`config.mk`:
```
export PLATFORM = sky130hd
export DESIGN_NAME = iir_mac_sched_flat
export DESIGN_NICKNAME = d
export VERILOG_FILES = /design/src/rtl/iir_pkg.sv /design/src/rtl/iir_mac_sched_if.sv /design/src/rtl/iir_mac.sv /design/src/rtl/iir_mac_sched.sv /design/src/flat_wrapper.sv
export SDC_FILE = /design/constraint.sdc
export NUM_CORES = 1
export LEC_CHECK = 0
export ABC_CLOCK_PERIOD_IN_PS = 8200
export CAP_MARGIN = 20
export CORE_ASPECT_RATIO = 0.5
export CORE_MARGIN = 2
export CORE_UTILIZATION = 50
export CTS_BUF_LIST = sky130_fd_sc_hd__clkbuf_16
export DETAILED_ROUTE_END_ITERATION = 7
export GPL_ROUTABILITY_DRIVEN = 0
export PLACE_DENSITY = 0.69
export SYNTH_ARGS = -nofsm -noshare
export SYNTH_HDL_FRONTEND = slang
export SYNTH_SLANG_ARGS = --single-unit
export TNS_END_PERCENT = 30
```
`constraint.sdc`:
```
create_clock -name sys_clk -period 8.2 [get_ports sys_clk]
set_clock_uncertainty 0.15 [all_clocks]
set_input_delay 1.64 -clock sys_clk [delete_from_list [all_inputs] [get_ports sys_clk]]
set_output_delay 1.64 -clock sys_clk [all_outputs]
set_load 0.05 [all_outputs]
```
`src/rtl/iir_pkg.sv`:
```
// rtl/iir_pkg.sv - shared widths, state enum, address map and saturation helper for the IIR MAC scheduler
// Purpose: common definitions imported by the interface, the MAC and the scheduler.
// Ports: none (package).
package iir_pkg;

  localparam int DW     = 12;           // sample width (signed)
  localparam int CW     = 13;           // coefficient width (signed)
  localparam int NZ     = 4;            // feed-forward taps b[0..NZ-1]
  localparam int NP     = 3;            // feedback taps a[1..NP]
  localparam int SHIFT  = 10;           // output scaling
  localparam int AW     = DW + CW + 4;  // accumulator width
  localparam int ADDR_W = 3;            // coefficient address width

  localparam int B_BASE = 0;
  localparam int A_BASE = NZ;

  // Tap counter wide enough for the longer of the two tap loops.
  localparam int KW = $clog2((NZ > NP) ? NZ : NP);

  // b[0] at unity gain makes the reset filter the identity.
  localparam logic signed [CW-1:0] B0_UNITY = CW'(2 ** SHIFT);

  localparam logic signed [AW-1:0] SAT_MAX = AW'((2 ** (DW - 1)) - 1);
  localparam logic signed [AW-1:0] SAT_MIN = ~SAT_MAX;

  typedef enum logic [1:0] {
    IDLE,
    MAC_Z,
    MAC_P,
    DONE
  } state_t;

  // Arithmetic shift (floor) followed by clamping to the output sample range.
  function automatic logic signed [DW-1:0] sat_shift(input logic signed [AW-1:0] acc);
    logic signed [AW-1:0] r;
    r = acc >>> SHIFT;
    if (r > SAT_MAX)
      return SAT_MAX[DW-1:0];
    else if (r < SAT_MIN)
      return SAT_MIN[DW-1:0];
    else
      return r[DW-1:0];
  endfunction

endpackage

```
`src/rtl/iir_mac_sched_if.sv`:
```
// rtl/iir_mac_sched_if.sv - sample, coefficient and status signals of the IIR MAC scheduler
// Purpose: bundles the sample handshake, coefficient write port and status outputs.
// Signals: in_valid/in_data/in_ready (sample in), cfg_we/cfg_addr/cfg_data/cfg_err
//          (coefficient writes), out_valid/out_data (filtered sample), overrun (sticky drop flag).
// Modports: master drives samples and writes; slave is the scheduler.
interface iir_mac_sched_if;
  import iir_pkg::*;

  logic                     in_valid;
  logic signed [DW-1:0]     in_data;
  logic                     in_ready;
  logic                     cfg_we;
  logic        [ADDR_W-1:0] cfg_addr;
  logic signed [CW-1:0]     cfg_data;
  logic                     cfg_err;
  logic                     out_valid;
  logic signed [DW-1:0]     out_data;
  logic                     overrun;

  modport master (
    output in_valid, in_data, cfg_we, cfg_addr, cfg_data,
    input  in_ready, cfg_err, out_valid, out_data, overrun
  );

  modport slave (
    input  in_valid, in_data, cfg_we, cfg_addr, cfg_data,
    output in_ready, cfg_err, out_valid, out_data, overrun
  );

endinterface

```
`src/rtl/iir_mac.sv`:
```
// rtl/iir_mac.sv - single-cycle signed multiply-accumulate register
// Purpose: acc <= 0 on clr, acc <= acc +/- a*b on en (sub selects subtraction).
// Ports: clk, rst (sync active-high), clr, en, sub, a (DW signed), b (CW signed), acc (AW signed).
module iir_mac
  import iir_pkg::*;
(
  input  logic                 clk,
  input  logic                 rst,
  input  logic                 clr,
  input  logic                 en,
  input  logic                 sub,
  input  logic signed [DW-1:0] a,
  input  logic signed [CW-1:0] b,
  output logic signed [AW-1:0] acc
);

  logic signed [DW+CW-1:0] prod;
  logic signed [AW-1:0]    prod_ext;

  // Operands are widened to the full product width so the multiply is exact.
  assign prod     = $signed({{CW{a[DW-1]}}, a}) * $signed({{DW{b[CW-1]}}, b});
  assign prod_ext = {{(AW-DW-CW){prod[DW+CW-1]}}, prod};

  always_ff @(posedge clk) begin
    if (rst || clr)
      acc <= '0;
    else if (en)
      acc <= sub ? (acc - prod_ext) : (acc + prod_ext);
  end

endmodule

```
`src/rtl/iir_mac_sched.sv`:
```
// rtl/iir_mac_sched.sv - time-multiplexed direct-form-I IIR scheduler around one shared MAC
// Purpose: accepts a sample, runs NZ zero taps then NP pole taps through iir_mac,
//          scales/saturates the sum, updates x/y history and emits one output sample.
// Ports: sys_clk, sys_rst (sync active-high), bus (iir_mac_sched_if.slave).
module iir_mac_sched
  import iir_pkg::*;
(
  input  logic             sys_clk,
  input  logic             sys_rst,
  iir_mac_sched_if.slave   bus
);

  state_t                state;
  logic [KW-1:0]         tap;
  logic signed [CW-1:0]  coef_b [NZ];   // b[0..NZ-1]
  logic signed [CW-1:0]  coef_a [NP];   // coef_a[i] holds a[i+1]
  logic signed [DW-1:0]  x_hist [NZ];   // x_hist[0] is the newest input
  logic signed [DW-1:0]  y_hist [NP];   // y_hist[i] holds y[i+1]

  logic                  accept;
  logic                  mac_en;
  logic                  mac_sub;
  logic signed [DW-1:0]  mac_a;
  logic signed [CW-1:0]  mac_b;
  logic signed [AW-1:0]  acc;
  logic signed [DW-1:0]  result;

  assign bus.in_ready = (state == IDLE);
  assign accept       = bus.in_valid && (state == IDLE);
  assign result       = sat_shift(acc);

  always_comb begin
    mac_en  = 1'b0;
    mac_sub = 1'b0;
    mac_a   = x_hist[tap];
    mac_b   = coef_b[tap];
    if (state == MAC_Z) begin
      mac_en = 1'b1;
    end else if (state == MAC_P) begin
      mac_en  = 1'b1;
      mac_sub = 1'b1;
      mac_a   = y_hist[tap];
      mac_b   = coef_a[tap];
    end
  end

  // The accumulator is cleared in the accept cycle so the first zero tap
  // lands on a clean sum one cycle later.
  iir_mac u_mac (
    .clk (sys_clk),
    .rst (sys_rst),
    .clr (accept),
    .en  (mac_en),
    .sub (mac_sub),
    .a   (mac_a),
    .b   (mac_b),
    .acc (acc)
  );

  always_ff @(posedge sys_clk) begin
    if (sys_rst) begin
      state         <= IDLE;
      tap           <= '0;
      bus.out_valid <= 1'b0;
      bus.out_data  <= '0;
      bus.cfg_err   <= 1'b0;
      bus.overrun   <= 1'b0;
      for (int i = 0; i < NZ; i++) begin
        x_hist[i] <= '0;
        coef_b[i] <= '0;
      end
      for (int i = 0; i < NP; i++) begin
        y_hist[i] <= '0;
        coef_a[i] <= '0;
      end
      coef_b[0] <= B0_UNITY;
    end else begin
      bus.out_valid <= 1'b0;
      bus.cfg_err   <= bus.cfg_we && (state != IDLE);
      if (bus.in_valid && (state != IDLE))
        bus.overrun <= 1'b1;

      // Writes land before MAC_Z reads any tap, so a write in the accept
      // cycle already applies to that sample. Unmapped addresses are ignored.
      if (bus.cfg_we && (state == IDLE)) begin
        for (int i = 0; i < NZ; i++)
          if (bus.cfg_addr == ADDR_W'(B_BASE + i))
            coef_b[i] <= bus.cfg_data;
        for (int i = 0; i < NP; i++)
          if (bus.cfg_addr == ADDR_W'(A_BASE + i))
            coef_a[i] <= bus.cfg_data;
      end

      case (state)
        IDLE: begin
          if (bus.in_valid) begin
            for (int i = NZ - 1; i > 0; i--)
              x_hist[i] <= x_hist[i-1];
            x_hist[0] <= bus.in_data;
            tap       <= '0;
            state     <= MAC_Z;
          end
        end
        MAC_Z: begin
          if (tap == KW'(NZ - 1)) begin
            tap   <= '0;
            state <= MAC_P;
          end else begin
            tap <= tap + KW'(1);
          end
        end
        MAC_P: begin
          if (tap == KW'(NP - 1)) begin
            tap   <= '0;
            state <= DONE;
          end else begin
            tap <= tap + KW'(1);
          end
        end
        DONE: begin
          bus.out_data  <= result;
          bus.out_valid <= 1'b1;
          for (int i = NP - 1; i > 0; i--)
            y_hist[i] <= y_hist[i-1];
          y_hist[0] <= result;
          state     <= IDLE;
        end
        default: state <= IDLE;
      endcase
    end
  end

endmodule

```
`src/flat_wrapper.sv`:
```
// flat-port wrapper written by rule: the top's interface ports become plain ports
module iir_mac_sched_flat import iir_pkg::*;
  (sys_clk, sys_rst, bus_in_valid, bus_in_data, bus_cfg_we, bus_cfg_addr, bus_cfg_data, bus_in_ready, bus_cfg_err, bus_out_valid, bus_out_data, bus_overrun);
  iir_mac_sched_if bus_i ();
  input  logic sys_clk;
  input  logic sys_rst;
  input wire logic [$bits(bus_i.in_valid)-1:0] bus_in_valid;
  input wire logic [$bits(bus_i.in_data)-1:0] bus_in_data;
  input wire logic [$bits(bus_i.cfg_we)-1:0] bus_cfg_we;
  input wire logic [$bits(bus_i.cfg_addr)-1:0] bus_cfg_addr;
  input wire logic [$bits(bus_i.cfg_data)-1:0] bus_cfg_data;
  output wire logic [$bits(bus_i.in_ready)-1:0] bus_in_ready;
  output wire logic [$bits(bus_i.cfg_err)-1:0] bus_cfg_err;
  output wire logic [$bits(bus_i.out_valid)-1:0] bus_out_valid;
  output wire logic [$bits(bus_i.out_data)-1:0] bus_out_data;
  output wire logic [$bits(bus_i.overrun)-1:0] bus_overrun;
  assign bus_i.in_valid = bus_in_valid;
  assign bus_i.in_data = bus_in_data;
  assign bus_i.cfg_we = bus_cfg_we;
  assign bus_i.cfg_addr = bus_cfg_addr;
  assign bus_i.cfg_data = bus_cfg_data;
  assign bus_in_ready = bus_i.in_ready;
  assign bus_cfg_err = bus_i.cfg_err;
  assign bus_out_valid = bus_i.out_valid;
  assign bus_out_data = bus_i.out_data;
  assign bus_overrun = bus_i.overrun;
  iir_mac_sched u_core (.sys_clk(sys_clk), .sys_rst(sys_rst), .bus(bus_i));
endmodule
```
=== Yosys cells after proc, flatten, opt, wreduce, memory -nomap -nowiden ===
Memory sizes are Yosys's and may differ from the RTL's. A register that Yosys moved wholly into a read port is not among the register bits.
Cells that the tools add are included.

* Add/subtract/negate cells: 3
* $mul: 1
* Magnitude comparators: 2
* Equality and inequality tests: 14
* Mux-type cells: 78
* Bitwise operators: 15
* Reductions and logical operators: 11

{| class="wikitable"
|+ Operators by type and width
! cell !! count
|-
| 12-bit two-way mux || 11
|-
| 13-bit two-way mux || 10
|-
| 1-bit two-way mux || 40
|-
| 29-bit by 25-bit adder with 29-bit output || 1
|-
| 29-bit two-way mux || 1
|-
| 29-bit by 25-bit subtractor with 29-bit output || 1
|-
| 2-bit two-way mux || 14
|-
| 12-bit by 13-bit multiplier with 25-bit output || 1
|-
| 19-bit by 12-bit greater-than comparator with 1-bit output, second input constant || 1
|-
| 19-bit by 12-bit < comparator with 1-bit output, second input constant || 1
|-
| 1-bit OR || 15
|-
| 3-bit == test, second input constant || 3
|-
| 2-bit == test, second input constant || 4
|-
| 2-bit one-hot mux with 4 select lines || 1
|-
| 3-bit by 2-bit == test with 1-bit output, second input constant || 2
|-
| 2-bit != test, second input constant || 3
|-
| 2-bit one-hot mux with 3 select lines || 1
|-
| 1-bit logical AND || 4
|-
| 3-bit by 1-bit == test with 1-bit output, second input constant || 1
|-
| 3-bit logical NOT || 1
|-
| 3-bit AND reduction || 1
|-
| 3-bit nonzero test || 1
|-
| 2-bit by 1-bit adder with 2-bit output, second input constant || 1
|-
| 2-bit by 1-bit == test with 1-bit output, second input constant || 1
|-
| other kinds (4) || 4
|}

* Register bits: 48
* RAM bits: 175
* Bits of input ports: 32
* Word-level logic and storage cells: 135
* Memories: 4

{| class="wikitable"
|+ Memory list
! memory !! words !! width !! rd ports !! clocked after memory_dff !! write ports !! line !! source
|-
| u_core.coef_b || 4 || 13 || 1 || 1 || 4 || iir_mac_sched.sv:15 || <nowiki>logic signed [CW-1:0] coef_b [NZ];</nowiki>
|-
| u_core.x_hist || 4 || 12 || 4 || 1 || 4 || iir_mac_sched.sv:17 || <nowiki>logic signed [DW-1:0] x_hist [NZ];</nowiki>
|-
| u_core.coef_a || 3 || 13 || 1 || 1 || 3 || iir_mac_sched.sv:16 || <nowiki>logic signed [CW-1:0] coef_a [NP];</nowiki>
|-
| u_core.y_hist || 3 || 12 || 3 || 1 || 3 || iir_mac_sched.sv:18 || <nowiki>logic signed [DW-1:0] y_hist [NP];</nowiki>
|}

=== Depth between registers and ports, before layout ===
Gate-level depths: netlist (run 1).

* Word-level depth: 6
* Depth in mapped cells: 43
* Mapped depth without buffers: 40

=== By module ===
A second synthesis (run 1) with hierarchy kept.

* Cell total of the unflattened synthesis: 1,729
* Area, all modules: 18,008.5 um^2

{| class="wikitable"
|+ By module, submodules not included
! module !! times used !! cells an instance !! area each (um^2)
|-
| iir_mac_sched || 1 || 652 || 9,011.1
|-
| iir_mac || 1 || 1,077 || 8,997.4
|}

=== Worst setup path before layout (run 1) ===
OpenSTA, ideal clock, no wires.

* Path type: register to register
* Start: register u_core.state[0]
* End: register u_core.u_mac.acc[28]
* Setup time: 116 ps
* Data arrival time: 8,640 ps
* Data required time: 7,934 ps
* Path slack: -706 ps
* Cell stages (with the launch flop): 40
* Buffers on the path: 4
* Period minus slack after synthesis: 8,906 ps
* Cells stage by stage: dfxtp_1 > inv_1 > ha_1 > nor2b_1 > buf_2 > buf_1 > clkbuf_1 > nand2_1 > o21ai_0 > mux2_2 > clkbuf_1 > nand2_1 > fa_1 > inv_1 > ha_1 > fa_1 > inv_1 > fa_1 > (+4 left out) > nand2b_1 > or2_1 > or4_4 > nor2_1 > nor2_1 > xnor2_1 > ha_1 > a21oi_1 > a31oi_1 > and3_1 > a221o_1 > a221o_1 > a21oi_1 > a211o_1 > o21ai_0 > xor2_1 > a21oi_1 > a31o_1

* Cells in the longest elaborated chain, start to end: 6
* Elaborated cells on any way between the ends: 16
* Classes of those cells: add/sub: 2; mul: 1; eq/ne: 2; mux: 8; reduce/logical: 3

{| class="wikitable"
|+ Ends and longest elaborated chain
! item !! line !! source
|-
| start: declaration || iir_mac_sched.sv:13 || <nowiki>state_t state;</nowiki>
|-
| start signal: assignment || iir_mac_sched.sv:62 || <nowiki>state <= IDLE;</nowiki>
|-
| start signal: assignment || iir_mac_sched.sv:101 || <nowiki>state <= MAC_Z;</nowiki>
|-
| start signal: assignment || iir_mac_sched.sv:107 || <nowiki>state <= MAC_P;</nowiki>
|-
| 2-bit == test || iir_mac_sched.sv:39 || <nowiki>end else if (state == MAC_P) begin</nowiki>
|-
| 12-bit two-way mux or 13-bit two-way mux (tied branches) || iir_mac_sched.sv:39 ||
|-
| 12-bit two-way mux or 13-bit two-way mux (tied branches) || iir_mac_sched.sv:37 || <nowiki>if (state == MAC_Z) begin</nowiki>
|-
| 12-bit by 13-bit multiplier with 25-bit output || iir_mac.sv:21 || <nowiki>assign prod = $signed({{CW{a[DW-1]}}, a}) * $signed({{DW{b[CW-1]}}, b});</nowiki>
|-
| 29-bit by 25-bit adder with 29-bit output or 29-bit by 25-bit subtractor with 29-bit output (tied branches) || iir_mac.sv:28 || <nowiki>acc <= sub ? (acc - prod_ext) : (acc + prod_ext);</nowiki>
|-
| 29-bit two-way mux || iir_mac.sv:28 ||
|-
| end signal: assignment || iir_mac.sv:28 ||
|-
| end: declaration || iir_mac.sv:14 || <nowiki>output logic signed [AW-1:0] acc</nowiki>
|}

Several ways; a longest one is shown, not always the timed one.
A chain may end at the register's enable or synchronous reset.

=== Final worst setup path (run 1) ===
* Start: register u_core.state[1]
* End: register u_core.u_mac.acc[28]

Same word-level chain as after synthesis.

==> results of run 1 <==
-- worst paths after layout --
check                    startpoint                      to  cells after the start
max                 u_core.state[1]    u_core.u_mac.acc[28]                     35
min          u_core.bus.out_data[7]  u_core.bus.out_data[7]                      1
max reg2reg         u_core.state[1]    u_core.u_mac.acc[28]                     35
min reg2reg  u_core.bus.out_data[7]  u_core.bus.out_data[7]                      1
-- state kept, by name, summed over array words and instances, names as in the netlist, named ones only --
register              count
u_core.coef_b            52
u_core.coef_a            39
u_core.bus.out_data      12
u_core.state              2
u_core.x_hist            48
u_core.tap                2
u_core.y_hist            36
u_core.bus.cfg_err        1
u_core.bus.overrun        1
u_core.bus.out_valid      1
u_core.u_mac.acc         29
-- cell families (layout without fill, tap and decap cells) --
family	Yosys count	after routing	synth area share, %
buffers and inverters	305	607	6.651
muxes	100	103	7.632
AOI/OAI and AO/OA	220	220	8.287
adders and majority gates	241	241	23.30
and+or+nand+nor	540	540	15.48
xor gates and xnor gates	66	66	3.379
DFF	225	225	35.27
-- cell usage after synthesis (all sizes together), types with 3 or more instances --
| library cell | number | area [sq um] |
|---|---|---|
| o21a | 10 | 76.32 |
| o21bai | 11 | 82.58 |
| nor3b | 4 | 30.03 |
| clkbuf | 49 | 183.9 |
| edfxtp | 175 | 5255 |
| xor2 | 20 | 175.2 |
| a21oi | 57 | 300.3 |
| ha | 92 | 1151 |
| a211oi | 14 | 127.6 |
| xnor2 | 45 | 401.6 |
| nand4b | 5 | 43.79 |
| nand3b | 5 | 37.54 |
| or2 | 7 | 43.80 |
| fa | 149 | 2983 |
| or3 | 5 | 31.28 |
| mux4 | 26 | 585.6 |
| and3 | 5 | 31.28 |
| mux2i | 52 | 520.5 |
| a31oi | 11 | 75.07 |
| o31ai | 3 | 22.52 |
| o21ai | 55 | 282.8 |
| nor4 | 5 | 52.55 |
| a21o | 28 | 210.2 |
| nor2b | 19 | 121.4 |
| a211o | 3 | 26.28 |
| mux2 | 22 | 247.7 |
| and2 | 149 | 932.1 |
| a21bo | 3 | 30.03 |
| inv | 235 | 882.1 |
| dfxtp | 50 | 1001 |
| nand2 | 137 | 516.8 |
| nand2b | 16 | 102.6 |
| nor2 | 135 | 506.7 |
| buf | 21 | 113.9 |
| a31o | 5 | 52.56 |
| nand3 | 19 | 100.1 |
| nor3 | 20 | 100.1 |
| and3b | 3 | 27.53 |
| o211ai | 3 | 22.52 |
-- cells in the final DEF, fill, tap and decap left out, types with 6 or more instances in the layout --
cell type / synthesis / routed
o21bai_1: 11 / 8
nor2b_1: 18 / 17
nand2_1: 136 / 124
o21ai_1: 3 / 15
xor2_1: 20 / 16
a211oi_1: 11 / 11
o21a_1: 9 / 9
clkdlybuf4s50_1: 0 / 47
a21oi_1: 53 / 41
nand2_2: 1 / 10
nand3_1: 18 / 18
fa_1: 149 / 144
edfxtp_1: 175 / 175
mux2_4: 0 / 19
mux2i_1: 52 / 48
buf_12: 0 / 13
nor2_2: 0 / 6
a21o_1: 28 / 27
and2_1: 149 / 145
inv_2: 1 / 18
clkbuf_16: 0 / 23
dfxtp_1: 50 / 47
buf_6: 2 / 17
a31oi_1: 10 / 6
ha_1: 92 / 73
o21ai_2: 2 / 9
ha_4: 0 / 17
nor3_1: 20 / 16
a21oi_2: 4 / 12
nor2_1: 135 / 126
xnor2_1: 44 / 40
inv_1: 234 / 225
mux4_2: 26 / 26
o21ai_0: 50 / 26
buf_4: 2 / 249
nand2b_1: 15 / 14
-- layout make-up --
type	instances	area, sq um	share of cell area (%)
Timing Repair Buffer	330	2879	12.79
Sequential cell	225	6267	27.83
Tap cell	475	594.3	2.639
Inverter	235	887.1	3.940
Clock inverter	19	145.1	0.6446
Multi-Input combinational cell	1170	11170	49.60
Clock buffer	23	575.6	2.556
-- layer usage --
metal  up-vias  global-route usage [%]  share of wire, %
li1       6228                       -                 -
met1      6489                   35.11                46
met2       336                   38.77                45
met3        60                   3.834               6.2
met4         0                   4.665               2.0
met5         -                       0                 0
-- critical path: cells and delay by family, from the launching register on --
kind | cells | cell delay (ns)
compound gates | 8 | 1.51
xor+xnor | 3 | 0.59
fa+ha+maj | 8 | 2.95
buf+inv | 6 | 0.59
flops | 1 | 0.37
mux | 2 | 0.66
simple gates | 8 | 1.61
-- what timing repair did --
action | CTS | global route
endpoints found under the setup margin | 11 | 13
buffers inserted | 21 | 23
gates cloned | 5 | 2
resized for setup | 92 | 92
pin swaps | 52 | 84
-- through the flow --
step,setup TNS [ns],instances,area [sq um],hold slack [ns],util [%]
finish,-1.779,2477,22520,0.3020,64.86
global route,-5.371,2477,22520,0.3246,64.86
CTS,-1.329,2452,21950,0.3058,63.24
detailed placement,-3.438,2384,20580,0.2901,59.29
global placement,-2.602,2384,20580,0.2847,59.29
floorplan,-0.01546,1697,18110,0.3063,-
==> impl_metrics.env, run 1 <==
export IMPL_antenna_found_initial=0
export IMPL_ant_nets=0
export IMPL_cts_hold_fix_buffers=0
export IMPL_wirelength_mm=44.25
export IMPL_dp_hpwl_mm=31.70
export IMPL_grt_ovfl_total=0
export IMPL_cts_made_buffers=23
export IMPL_final_setup_worst_slack_ns=-0.3833
export IMPL_synth_cells=1697
export IMPL_grt_max_degree=76
export IMPL_cp_start_kind="flop"
export IMPL_drc=0
export IMPL_clk_pin_slew_ns=0.07
export IMPL_dr_pass1_iters=7
export IMPL_synthArstFlopShare_pct=0
export IMPL_ios=48
export IMPL_cts_root_buf="clkbuf_16"
export IMPL_die_h_microns=137.2
export IMPL_cp_slowest_cell="or4_4"
export IMPL_violations="setup timing"
export IMPL_clock_sinks=225
export IMPL_ys_flop_type="edfxtp_1"
export IMPL_ys_seq_area_share_pct=35.27
export IMPL_cap_viol_max_count=0
export IMPL_htree_num_levels=1
export IMPL_nets=2258
export IMPL_yosysUniqueCellTypes=83
export IMPL_dieArea_sq_um=37090
export IMPL_grt_pass1_vias=13120
export IMPL_cp_end_kind="flop"
export IMPL_min_period_ns=8.583
export IMPL_layout_drive_gt1_share_pct=26.27
export IMPL_critPathArrivalTime_ns=8.86
export IMPL_grt_use_total_pct=24.14
export IMPL_fmax_ghz=0.1165
export IMPL_crit_required_ns=8.48
export IMPL_syn_area_sq_um=17740
export IMPL_clk_latency_ns=0.53
export IMPL_ff2ff_setup_slack_ns=-0.38
export IMPL_criticalPathCategory="flop to flop"
export IMPL_synth_area_per_cell_sq_um=10.45
export IMPL_vias_per_cell=5.294
export IMPL_synth_seq_cells=225
export IMPL_syn2layout_area_growth_pct=26.93
export IMPL_synth_edf_count=175
export IMPL_portBuffers=47
export IMPL_status="finished with violations"
export IMPL_hold_class="flop to flop"
export IMPL_rows=48
export IMPL_rsz0062_at_grt="yes"
export IMPL_setup_violations=10
export IMPL_via_count=13110
export IMPL_relSlewSlack_pct=35.60
export IMPL_clock_path_buffers=3
export IMPL_n_fill_cell=2653
export IMPL_slew_violations=0
export IMPL_first_iter_violations=897
export IMPL_cpPeakStageDelay_ns=0.55
export IMPL_core_sq_um=34710
export IMPL_yosys_warnings=0
export IMPL_cts_tree="built"
export IMPL_hold_violations=0
export IMPL_crit_top_cell="fa_1"
export IMPL_die_x_microns=270.4
export IMPL_period_share_pct=104.7
export IMPL_tightest_slew_ns=0.9660
export IMPL_n_antenna_cell=0
export IMPL_crit_fanout=8
export IMPL_dp_worst_setup_slack_ns=-0.5374
export IMPL_grt_pass1_wl_mm=70.12
export IMPL_start_util_pct=51.10
export IMPL_synth_nets=1970
export IMPL_wl_per_cell_microns=17.87
Power of run 1 is not shown: default switching activity piles up to over one toggle a cycle in this logic, so the estimate is an artifact.
==> inputs of run 2 (changes only) <==
Settings changed: CTS_BUF_LIST sky130_fd_sc_hd__clkbuf_16 to not set, CTS_CLUSTER_SIZE set to 20, GPL_TIMING_DRIVEN set to 1.
==> impl_metrics.env, run 2 (synthesis results as in run 1) <==
export IMPL_antenna_found_initial=1
export IMPL_drt_met1_wl_mm=20.27
export IMPL_hold_class="flop to flop"
export IMPL_critPathArrivalTime_ns=8.86
export IMPL_dieArea_sq_um=37090
export IMPL_largest_reg_flops=52
export IMPL_final_setup_worst_slack_ns=-0.3933
export IMPL_cts_root_buf="clkbuf_16"
export IMPL_worstReg2RegEnd="u_core.u_mac.acc[28]"
export IMPL_fin_setup_tns_ns=-2.323
export IMPL_setup_violations=10
export IMPL_ant_nets=0
export IMPL_grt_use_total_pct=24.61
export IMPL_grt_pass1_vias=13330
export IMPL_cp_start_kind="flop"
export IMPL_hold_depth=1
export IMPL_fmax_ghz=0.1164
export IMPL_tightest_slew_ns=0.9877
export IMPL_mostFrequentLayoutCells="buf_4 (253), inv_1 (216), edfxtp_1 (175)"
export IMPL_highest_layer="met4"
export IMPL_cts_made_buffers=23
export IMPL_syn2layout_area_growth_pct=26.27
export IMPL_first_iter_violations=873
export IMPL_wirelength_mm=43.97
export IMPL_rsz0062_at_grt="yes"
export IMPL_wl_per_cell_microns=17.77
export IMPL_relSlewSlack_pct=34.16
export IMPL_clk_latency_ns=0.53
export IMPL_ios=48
export IMPL_mostFrequentLayoutCell="buf_4"
export IMPL_n_fill_cell=2650
export IMPL_dr_pass1_iters=5
export IMPL_htree_num_levels=1
export IMPL_dp_hpwl_mm=31.70
export IMPL_cap_viol_max_count=0
export IMPL_n_antenna_cell=0
export IMPL_ff2ff_setup_slack_ns=-0.39
export IMPL_period_share_pct=104.8
export IMPL_clock_sinks=225
export IMPL_drc=0
export IMPL_rows=48
export IMPL_min_period_ns=8.593
export IMPL_criticalPathCategory="flop to flop"
export IMPL_min_delay_start="u_core.bus.out_data[0]"
export IMPL_top_register="u_core.coef_b"
export IMPL_hold_end="u_core.bus.out_data[0]"
export IMPL_via_count=13160
export IMPL_crit_top_cell="fa_1"
export IMPL_portBuffers=47
export IMPL_hold_violations=0
export IMPL_clk_pin_slew_ns=0.07
export IMPL_top_regs="u_core.coef_b: 52 flops, u_core.x_hist: 48 flops, u_core.coef_a: 39 flops"
export IMPL_nets=2255
export IMPL_layout_drive_gt1_share_pct=25.66
export IMPL_met3_length_mm=2.977
export IMPL_r2r_cells=41
export IMPL_violations="setup timing"
export IMPL_grt_max_degree=76
export IMPL_cts_hold_fix_buffers=0
export IMPL_crit_required_ns=8.47
export IMPL_cp_slowest_cell="fa_1"
export IMPL_route_met2_wl_mm=19.82
export IMPL_cpPeakStageDelay_ns=0.57
export IMPL_die_h_microns=137.2
export IMPL_die_x_microns=270.4
export IMPL_grt_ovfl_total=0
export IMPL_vias_per_cell=5.317
export IMPL_cts_tree="built"
export IMPL_status="finished with violations"
export IMPL_core_sq_um=34710
export IMPL_reg2reg_from="u_core.state[1]"
export IMPL_slew_violations=0
export IMPL_cp_end_kind="flop"
export IMPL_grt_pass1_wl_mm=71.31
export IMPL_start_util_pct=51.10
export IMPL_clock_path_buffers=3
export IMPL_crit_fanout=7
[run 2: cell type report]
cell class / count / area, sq um / share of cell area, %
clock buffers: 35 / 640.6 / 2.860
clock inverters: 7 / 77.57 / 0.3463
inverters: 235 / 887.1 / 3.960
multi-input cells: 1168 / 11030 / 49.23
flip-flops and latches: 225 / 6267 / 27.98
well taps: 475 / 594.3 / 2.653
repair buffers: 329 / 2904 / 12.97
[run 2: worst max-delay path by stage]
stage / slack, ns / end / start / cells after the start
after global routing: -0.76 / u_core.u_mac.acc[28] / u_core.state[1] / 39
after detailed placement: -0.54 / u_core.u_mac.acc[28] / u_core.state[1] / 36
after global placement: -0.45 / u_core.u_mac.acc[28] / u_core.state[1] / 36
after CTS: -0.25 / u_core.u_mac.acc[28] / u_core.state[1] / 37
after floorplan: -0.02 / u_core.u_mac.acc[28] / u_core.state[0] / 37
final: -0.39 / u_core.u_mac.acc[28] / u_core.state[1] / 41
[run 2: what timing repair did]
item | 4_1_cts | 5_1_grt
pin swaps | 87 | 40
gates cloned | 7 | 0
hold endpoints to repair | 0 | 0
setup endpoints to repair | 11 | 13
resized for setup | 113 | 39
setup buffers | 29 | 11
[run 2: critical path: cells and delay by family (launching register included)]
family | cells | cell delay (ns)
xor+xnor | 2 | 0.28
fa+ha+maj | 8 | 3.23
compound gates | 10 | 1.58
buf+inv | 11 | 1.25
simple gates | 8 | 0.97
flops | 1 | 0.38
mux | 2 | 0.64
[run 2: routing by layer]
metal  global-route usage (%)  up-vias
met1                    35.13     6456
met3                    4.461       68
met5                        0        -
met4                    5.279        0
li1                         -     6223
met2                    39.69      408
[run 2: per-stage QoR]
| stage | utilization, % | std cells | hold WS, ns | instance area, sq um | setup slack [ns] |
|---|---|---|---|---|---|
| CTS | 63.78 | 2462 | 0.3155 | 22140 | -0.2472 |
| finish | 64.53 | 2474 | 0.3077 | 22400 | -0.3933 |
| detailed placement | 59.29 | 2384 | 0.2901 | 20580 | -0.5374 |
| global route | 64.53 | 2474 | 0.3237 | 22400 | -0.7563 |
| floorplan | - | 1697 | 0.3063 | 18110 | -0.01546 |
| global placement | 59.29 | 2384 | 0.2847 | 20580 | -0.4455 |
Power of run 2 is left out for the same reason.
==> inputs of run 3 (changes only) <==
Settings changed: ABC_CLOCK_PERIOD_IN_PS 8200 to 9550, PLACE_DENSITY 0.69 to 0.67.
Clock period 8.2 ns to 9.55 ns, I/O delays scaled along.
==> impl_metrics.env, run 3 (synthesis results as in run 1) <==
export IMPL_hold_class="flop to flop"
export IMPL_n_fill_cell=2990
export IMPL_via_count=12080
export IMPL_min_period_ns=9.149
export IMPL_grt_use_total_pct=22.97
export IMPL_cp_start_kind="flop"
export IMPL_clk_latency_ns=0.53
export IMPL_n_antenna_cell=0
export IMPL_nets=2018
export IMPL_hold_end="u_core.bus.out_data[5]"
export IMPL_dr_pass1_iters=5
export IMPL_rows=48
export IMPL_tightest_slew_ns=1.054
export IMPL_cap_viol_max_count=0
export IMPL_htree_num_levels=1
export IMPL_cpPeakStageDelay_ns=0.61
export IMPL_layout_drive_gt1_share_pct=10.16
export IMPL_setup_violations=0
export IMPL_cp_slowest_cell="mux4_2"
export IMPL_critPathArrivalTime_ns=9.42
export IMPL_criticalPathCategory="flop to flop"
export IMPL_first_iter_violations=965
export IMPL_startpoint="u_core.state[0]"
export IMPL_relSlewSlack_pct=29.72
export IMPL_syn2layout_area_growth_pct=11.55
export IMPL_clk_pin_slew_ns=0.07
export IMPL_period_share_pct=95.80
export IMPL_drc=0
export IMPL_cts_made_buffers=22
export IMPL_worstReg2RegEnd="u_core.u_mac.acc[28]"
export IMPL_reg2reg_from="u_core.state[0]"
export IMPL_fin_area_sq_um=19790
export IMPL_dp_hpwl_mm=30.71
export IMPL_start_util_pct=51.10
export IMPL_place_area_sq_um=18830
export IMPL_wirelength_mm=42.11
export IMPL_die_x_microns=270.4
export IMPL_grt_ovfl_total=0
export IMPL_crit_top_cell="fa_1"
export IMPL_top_regs="u_core.coef_b: 52 flops, u_core.x_hist: 48 flops, u_core.coef_a: 39 flops"
export IMPL_cts_root_buf="clkbuf_16"
export IMPL_cts_hold_fix_buffers=0
export IMPL_clock_sinks=225
export IMPL_mostFrequentLayoutCells="inv_1 (231), edfxtp_1 (175), and2_1 (149), fa_1 (149), nand2_1 (136)"
export IMPL_die_h_microns=137.2
export IMPL_top_register="u_core.coef_b"
export IMPL_hold_depth=1
export IMPL_dieArea_sq_um=37090
export IMPL_ff2ff_setup_slack_ns=0.40
export IMPL_crit_fanout=18
export IMPL_grt_max_degree=75
export IMPL_clock_path_buffers=3
export IMPL_ant_nets=0
export IMPL_fmax_ghz=0.1093
export IMPL_antenna_found_initial=0
export IMPL_ios=48
export IMPL_grt_pass1_wl_mm=66.23
export IMPL_cp_end_kind="flop"
export IMPL_core_sq_um=34710
export IMPL_largest_reg_flops=52
export IMPL_grt_pass1_vias=11750
export IMPL_fin_setup_tns_ns=0
export IMPL_r2r_cells=34
export IMPL_wl_per_cell_microns=18.83
export IMPL_status="finished, final reports clean"
export IMPL_cts_tree="built"
export IMPL_crit_required_ns=9.82
export IMPL_hold_violations=0
export IMPL_min_delay_start="u_core.bus.out_data[5]"
export IMPL_vias_per_cell=5.402
export IMPL_portBuffers=47
export IMPL_slew_violations=0
export IMPL_mostFrequentLayoutCell="inv_1"
[run 3: cell count changes in the layout (fill, tap and decap cells not counted), sizes merged]
cell	before	now
mux2	23	22
clkinv	4	11
buf	280	45
bufbuf	2	0
clkinvlp	0	2
bufinv	1	2
clkbuf	35	25
[run 3: worst max path at each step]
stage / endpoint / slack (ns) / depth (start not counted)
after floorplan: u_core.u_mac.acc[28] / 0.64 / 39
after global placement: u_core.u_mac.acc[28] / 0.32 / 35
after detailed placement: u_core.u_mac.acc[28] / 0.22 / 35
after CTS: u_core.u_mac.acc[28] / 0.16 / 35
after global routing: u_core.u_mac.acc[28] / -0.03 / 40
final: u_core.u_mac.acc[28] / 0.40 / 34
[run 3: cell type report]
| type | count | area (sq um) | area share, % |
|---|---|---|---|
| flip-flops and latches | 225 | 6261 | 31.64 |
| inverters | 235 | 882.1 | 4.458 |
| well taps | 475 | 594.3 | 3.003 |
| clock inverters | 17 | 165.2 | 0.8346 |
| clock buffers | 23 | 554.3 | 2.801 |
| repair buffers | 94 | 907.1 | 4.584 |
| multi-input cells | 1167 | 10420 | 52.68 |
[run 3: metal layers]
metal / up-vias / share of wire (%) / track usage [%]
met5: - / 0 / 0
met4: 0 / 1.6 / 3.745
met3: 46 / 7.1 / 4.740
met2: 363 / 43 / 35.37
met1: 5941 / 48 / 34.15
li1: 5728 / - / -
[run 3: critical path: cells and delay by family, from the launching register on]
family | cells | cell delay (ns)
xor gates and xnor gates | 3 | 0.61
adders and majority gates | 8 | 3.19
DFF | 1 | 0.35
and+or+nand+nor | 8 | 1.76
AOI/OAI and AO/OA | 8 | 1.63
muxes | 1 | 0.61
buffers and inverters | 6 | 0.74
[run 3: repair_timing]
item / 4_1_cts / 5_1_grt
resized for setup: 0 / 29
buffers inserted: 0 / 9
setup endpoints to repair: 0 / 9
hold endpoints to repair: 0 / 0
[run 3: metrics by stage]
stage	setup slack, ns	util, %	instances	hold WS (ns)
floorplan	0.6444	-	1697	0.3063
global placement	0.3179	54.25	2184	0.2854
detailed placement	0.2212	54.25	2184	0.2981
CTS	0.1581	56.33	2224	0.3113
global route	-0.03036	57.00	2236	0.3315
finish	0.4011	57.00	2236	0.3068
Power of run 3 is left out for the same reason.
==> variant 1 (flow settings as in run 2) <==
Set the package constant `CW` to 12 (it was 13).
--- a/src/rtl/iir_pkg.sv
+++ b/src/rtl/iir_pkg.sv
@@ -4,7 +4,7 @@
 package iir_pkg;
 
   localparam int DW     = 12;           // sample width (signed)
-  localparam int CW     = 13;           // coefficient width (signed)
+  localparam int CW     = 12;           // coefficient width (signed)
   localparam int NZ     = 4;            // feed-forward taps b[0..NZ-1]
   localparam int NP     = 3;            // feedback taps a[1..NP]
   localparam int SHIFT  = 10;           // output scaling
Ports: changed (resized bus_cfg_data); port bits go from 48 to 47. No check against the original RTL was run, so the function may have changed too.
==> variant 1 against run 2 <==
The flow still finishes with violations (negative setup slack). Worst hold slack got worse by 0.0047 ns. Synthesized area decreased by 3.7%. Cell count fell by 4.4%. Non-clock buffer count fell by 8. Design area fell by 3.6%. Sequential cell count down 8. Worst setup slack lost 0.088 ns. Sequential share of layout area barely moved. Routed wire length is 0.16% higher. Critical path type unchanged.
Power is not shown: default switching activity piles up to over one toggle a cycle in this logic, so the estimate is an artifact.
==> variant 1: results (changes against run 2) <==
[final_layout]
final_layout_size_suffix_gt1_frac = 0.2698  ; +0.01312
n_all_buffers = 321  ; -2.4%
n_clock_buffer = 34  ; -2.9%
ff_latch_area_mm2 = 0.006036  ; -3.7%
multiInputGateArea_mm2 = 0.01077  ; -2.4%
fillers = 2478  ; -6.5%
reg_top3 = u_core.coef_b: 48 flops, u_core.x_hist: 48 flops
buf_share = 0.1291  ; -0.0005438
inverters = 208  ; -11%
nets = 2168  ; -3.9%

[detailed_routing]
drt_wl_total_mm = 44.04  ; +0.16%
routedWlPerCell_um = 18.62  ; +4.8%
via_per_inst = 5.466  ; +2.8%
wl_met1_mm = 19.28  ; -4.9%
dr_wl_met2_mm = 21.31  ; +7.5%
wl_met3_mm = 2.263  ; -24%
drtIter0Drc = 902  ; +3.3%

[timing]
setup_tns_ns = -3.097  ; -0.7739 ns
setup_viol = 11  ; +1
finalWorstSetupSlack_ns = -0.4815  ; -0.08817 ns

[worst_setup_path]
critPathMaxFanout = 6  ; -1
crit_arrival_ns = 8.99  ; +0.13 ns

[grt]
grt_max_degree = 58  ; -24%
first_global_vias = 13310  ; -0.17%
use_met1 = 0.3423  ; -0.008967
grt_pass1_wl_mm = 69.95  ; -1.9%

[place]
dp.cells = 2284  ; -4.2%
dp_hpwl_mm = 33.20  ; +4.7%
io_buffers = 46  ; -2.1%

[clock_network]
clock_sinks = 217  ; -3.6%
post_cts_buffers = 26  ; -10%

[synth]
syn-num-nets = 1890  ; -4.1%
synth.distinct_cells = 78  ; -6.0%
synth-compound-area-share = 0.08500  ; +0.002125
synth_enable_flop_cells = 168  ; -4.0%
yosys.area_share.adder = 0.2282  ; -0.004855
yosys-top-cells-count = 207 x inv_1, 168 x edfxtp_1, 142 x and2_1

[outcome]
status = finished, violations left
violations = negative setup slack

[die]
die-area_mm2 = 0.03573  ; -3.7%

==> variant 1: cell types whose count changed after synthesis, sizes merged, moves of 5 or more <==
cell | run 2 | this run
edfxtp | 175 | 168
buf | 21 | 13
inv | 235 | 207
and3 | 5 | 11
xnor2 | 45 | 37
or2 | 7 | 2
fa | 149 | 139
and2 | 149 | 142
nand2 | 137 | 131
==> variant 1: path summary, 6_finish.rpt <==
kind / cells after the start / end / slack (ns) / startpoint
setup / recovery: 34 / u_core.u_mac.acc[27]$_SDFFE_PP0P_ / -0.48 / u_core.state[0]$_SDFFE_PP0P_
hold / removal: 1 / u_core.bus.out_data[2]$_SDFFE_PP0P_ / 0.30 / u_core.bus.out_data[2]$_SDFFE_PP0P_
setup reg to reg: 34 / u_core.u_mac.acc[27]$_SDFFE_PP0P_ / -0.48 / u_core.state[0]$_SDFFE_PP0P_
hold reg to reg: 1 / u_core.bus.out_data[2]$_SDFFE_PP0P_ / 0.30 / u_core.bus.out_data[2]$_SDFFE_PP0P_
==> variant 2 (flow settings as in run 2) <==
Made on the original files. Make the reset (`sys_rst`) asynchronous in one clocked block.
--- a/src/rtl/iir_mac_sched.sv
+++ b/src/rtl/iir_mac_sched.sv
@@ -57,7 +57,7 @@
     .acc (acc)
   );
 
-  always_ff @(posedge sys_clk) begin
+  always_ff @(posedge sys_clk or posedge sys_rst) begin
     if (sys_rst) begin
       state         <= IDLE;
       tap           <= '0;
Behaviour: differs if sys_rst is asserted again (counterexample within 4 cycles, from zero or initial values and one cycle with sys_rst high); with sys_rst held inactive, the same outputs for 4 cycles.
==> variant 2 against run 2 <==
The run still ends with negative setup slack left. Sequential share of layout area is 4.7 points lower. Highest routed layer unchanged. Critical endpoint unchanged. Sequential cell count is 14 lower. Routed wire length is 0.38% lower. Worst hold slack better by 0.022 ns. Design area is 1.5% lower. Fmax is 2.3% higher. Synthesized area is 1.1% lower. Utilization is 0.66 points lower. Worst setup slack better by 0.19 ns. Critical path type unchanged. Non-clock buffer count is 13 lower.
Power is not shown: default switching activity piles up to over one toggle a cycle in this logic, so the estimate is an artifact.
==> variant 2: results (changes against run 2) <==
[outcome]
status = finished, violations left
violations = negative setup slack

[detailed_routing]
vias = 13430  ; +2.1%
drt_wl_total_mm = 43.80  ; -0.38%
routedWlPerCell_um = 17.63  ; -0.78%
drtIter0Drc = 760  ; -13%

[synth]
yosys-top-cells-count = 242 x inv_1, 181 x dfrtp_1, 165 x mux2_2
synth_enable_flop_cells = 0  ; -100%
yosysSeqAreaShare = 0.2926  ; -0.06003
synth_area_leaders = dfrtp_1 26%, fa_1 17%, mux2_2 11%
yosys_warnings = 0  ; unchanged
syn-num-nets = 2016  ; +2.3%
synth.distinct_cells = 77  ; -7.2%

[final_layout]
final_layout_size_suffix_gt1_frac = 0.3166  ; +0.05995

[grt]
grt.total_usage = 0.2489  ; +0.002724
grt_max_degree = 70  ; -7.9%
first_global_vias = 13760  ; +3.2%

[worst_setup_path]
critPathMaxFanout = 8  ; +1
crit_arrival_ns = 8.71  ; -0.15 ns
cpPeakStageDelay_ns = 0.54  ; -0.03 ns

[place]
dp_hpwl_mm = 32.69  ; +3.1%
dp_slack_ns = -0.3931  ; +0.1443 ns
dpl_cell_area_mm2 = 0.02040  ; -0.91%
dp.cells = 2413  ; +1.2%

[timing]
slew_headroom = 0.2765  ; -0.06504
setup_viol = 5  ; -5
finalWorstSetupSlack_ns = -0.2022  ; +0.1911 ns

-- variant 2: metrics by stage --
| stage | util | hold slack [ns] | setup TNS [ns] |
|---|---|---|---|
| final | 0.6386 | 0.3293 | -0.5930 |
| after global routing | 0.6386 | 0.3629 | -3.827 |
| after CTS | 0.6304 | 0.3225 | -0.2463 |
| after detailed placement | 0.5906 | 0.3100 | -1.774 |
| after global placement | 0.5903 | 0.3068 | -1.372 |
| after floorplan | - | 0.2953 | -0.03090 |
-- variant 2: cell families (layout without fill, tap and decap cells) --
logic type / Yosys count / after routing / synth area share
compound gates: 234 / 234 / 0.08947
simple gates: 420 / 421 / 0.1079
xor+xnor: 68 / 68 / 0.03472
flops: 211 / 211 / 0.2926
buf+inv: 332 / 597 / 0.07499
mux: 237 / 237 / 0.1647
fa+ha+maj: 241 / 241 / 0.2355
-- variant 2: path summary, 6_finish.rpt --
check / from / endpoint / slack [ns] / depth (start not counted)
worst max-delay path: u_core.tap[1]$_DFFE_PP0P_ / u_core.u_mac.acc[28]$_SDFFE_PP0P_ / -0.20 / 36
worst min-delay path: u_core.u_mac.acc[3]$_SDFFE_PP0P_ / u_core.u_mac.acc[3]$_SDFFE_PP0P_ / 0.33 / 2
worst max register to register: u_core.tap[1]$_DFFE_PP0P_ / u_core.u_mac.acc[28]$_SDFFE_PP0P_ / -0.20 / 36
worst min register to register: u_core.u_mac.acc[3]$_SDFFE_PP0P_ / u_core.u_mac.acc[3]$_SDFFE_PP0P_ / 0.33 / 2
max in group asynchronous: sys_rst / u_core.tap[1]$_DFFE_PP0P_ / 5.21 / 3
min in group asynchronous: sys_rst / u_core.bus.overrun$_DFFE_PP0P_ / 1.41 / 2
-- variant 2: what timing repair did --
item	in CTS	in global routing
setup buffers	24	7
setup endpoints to repair	11	14
resized for setup	75	57
endpoints found under the hold margin	0	0
pin swaps	63	29
gates cloned	2	1
-- variant 2: area by class of cell --
cell class	instances	area, µm²
clock buffers	28	581.8
clock inverters	10	188.9
fillers	2698	12480
inverters	243	920.9
multi-input cells	1201	11810
flip-flops and latches	211	5139
well taps	475	594.3
repair buffers	316	2821
-- variant 2: routing by layer --
| metal | wire length (µm) | global-route usage | vias up |
|---|---|---|---|
| met5 | 0 | 0 | - |
| met4 | 822 | 0.05216 | 0 |
| met3 | 2510 | 0.03659 | 55 |
| met2 | 20220 | 0.4046 | 350 |
| met1 | 20250 | 0.3558 | 6746 |
| li1 | - | - | 6278 |
-- variant 2: critical path: cells and delay by family, from the launching register on --
family,cells,cell delay [ns]
compound gates,10,1.85
xor+xnor,2,0.34
fa+ha+maj,7,2.73
buf+inv,8,0.94
flops,1,0.44
mux,3,0.88
simple gates,6,0.96
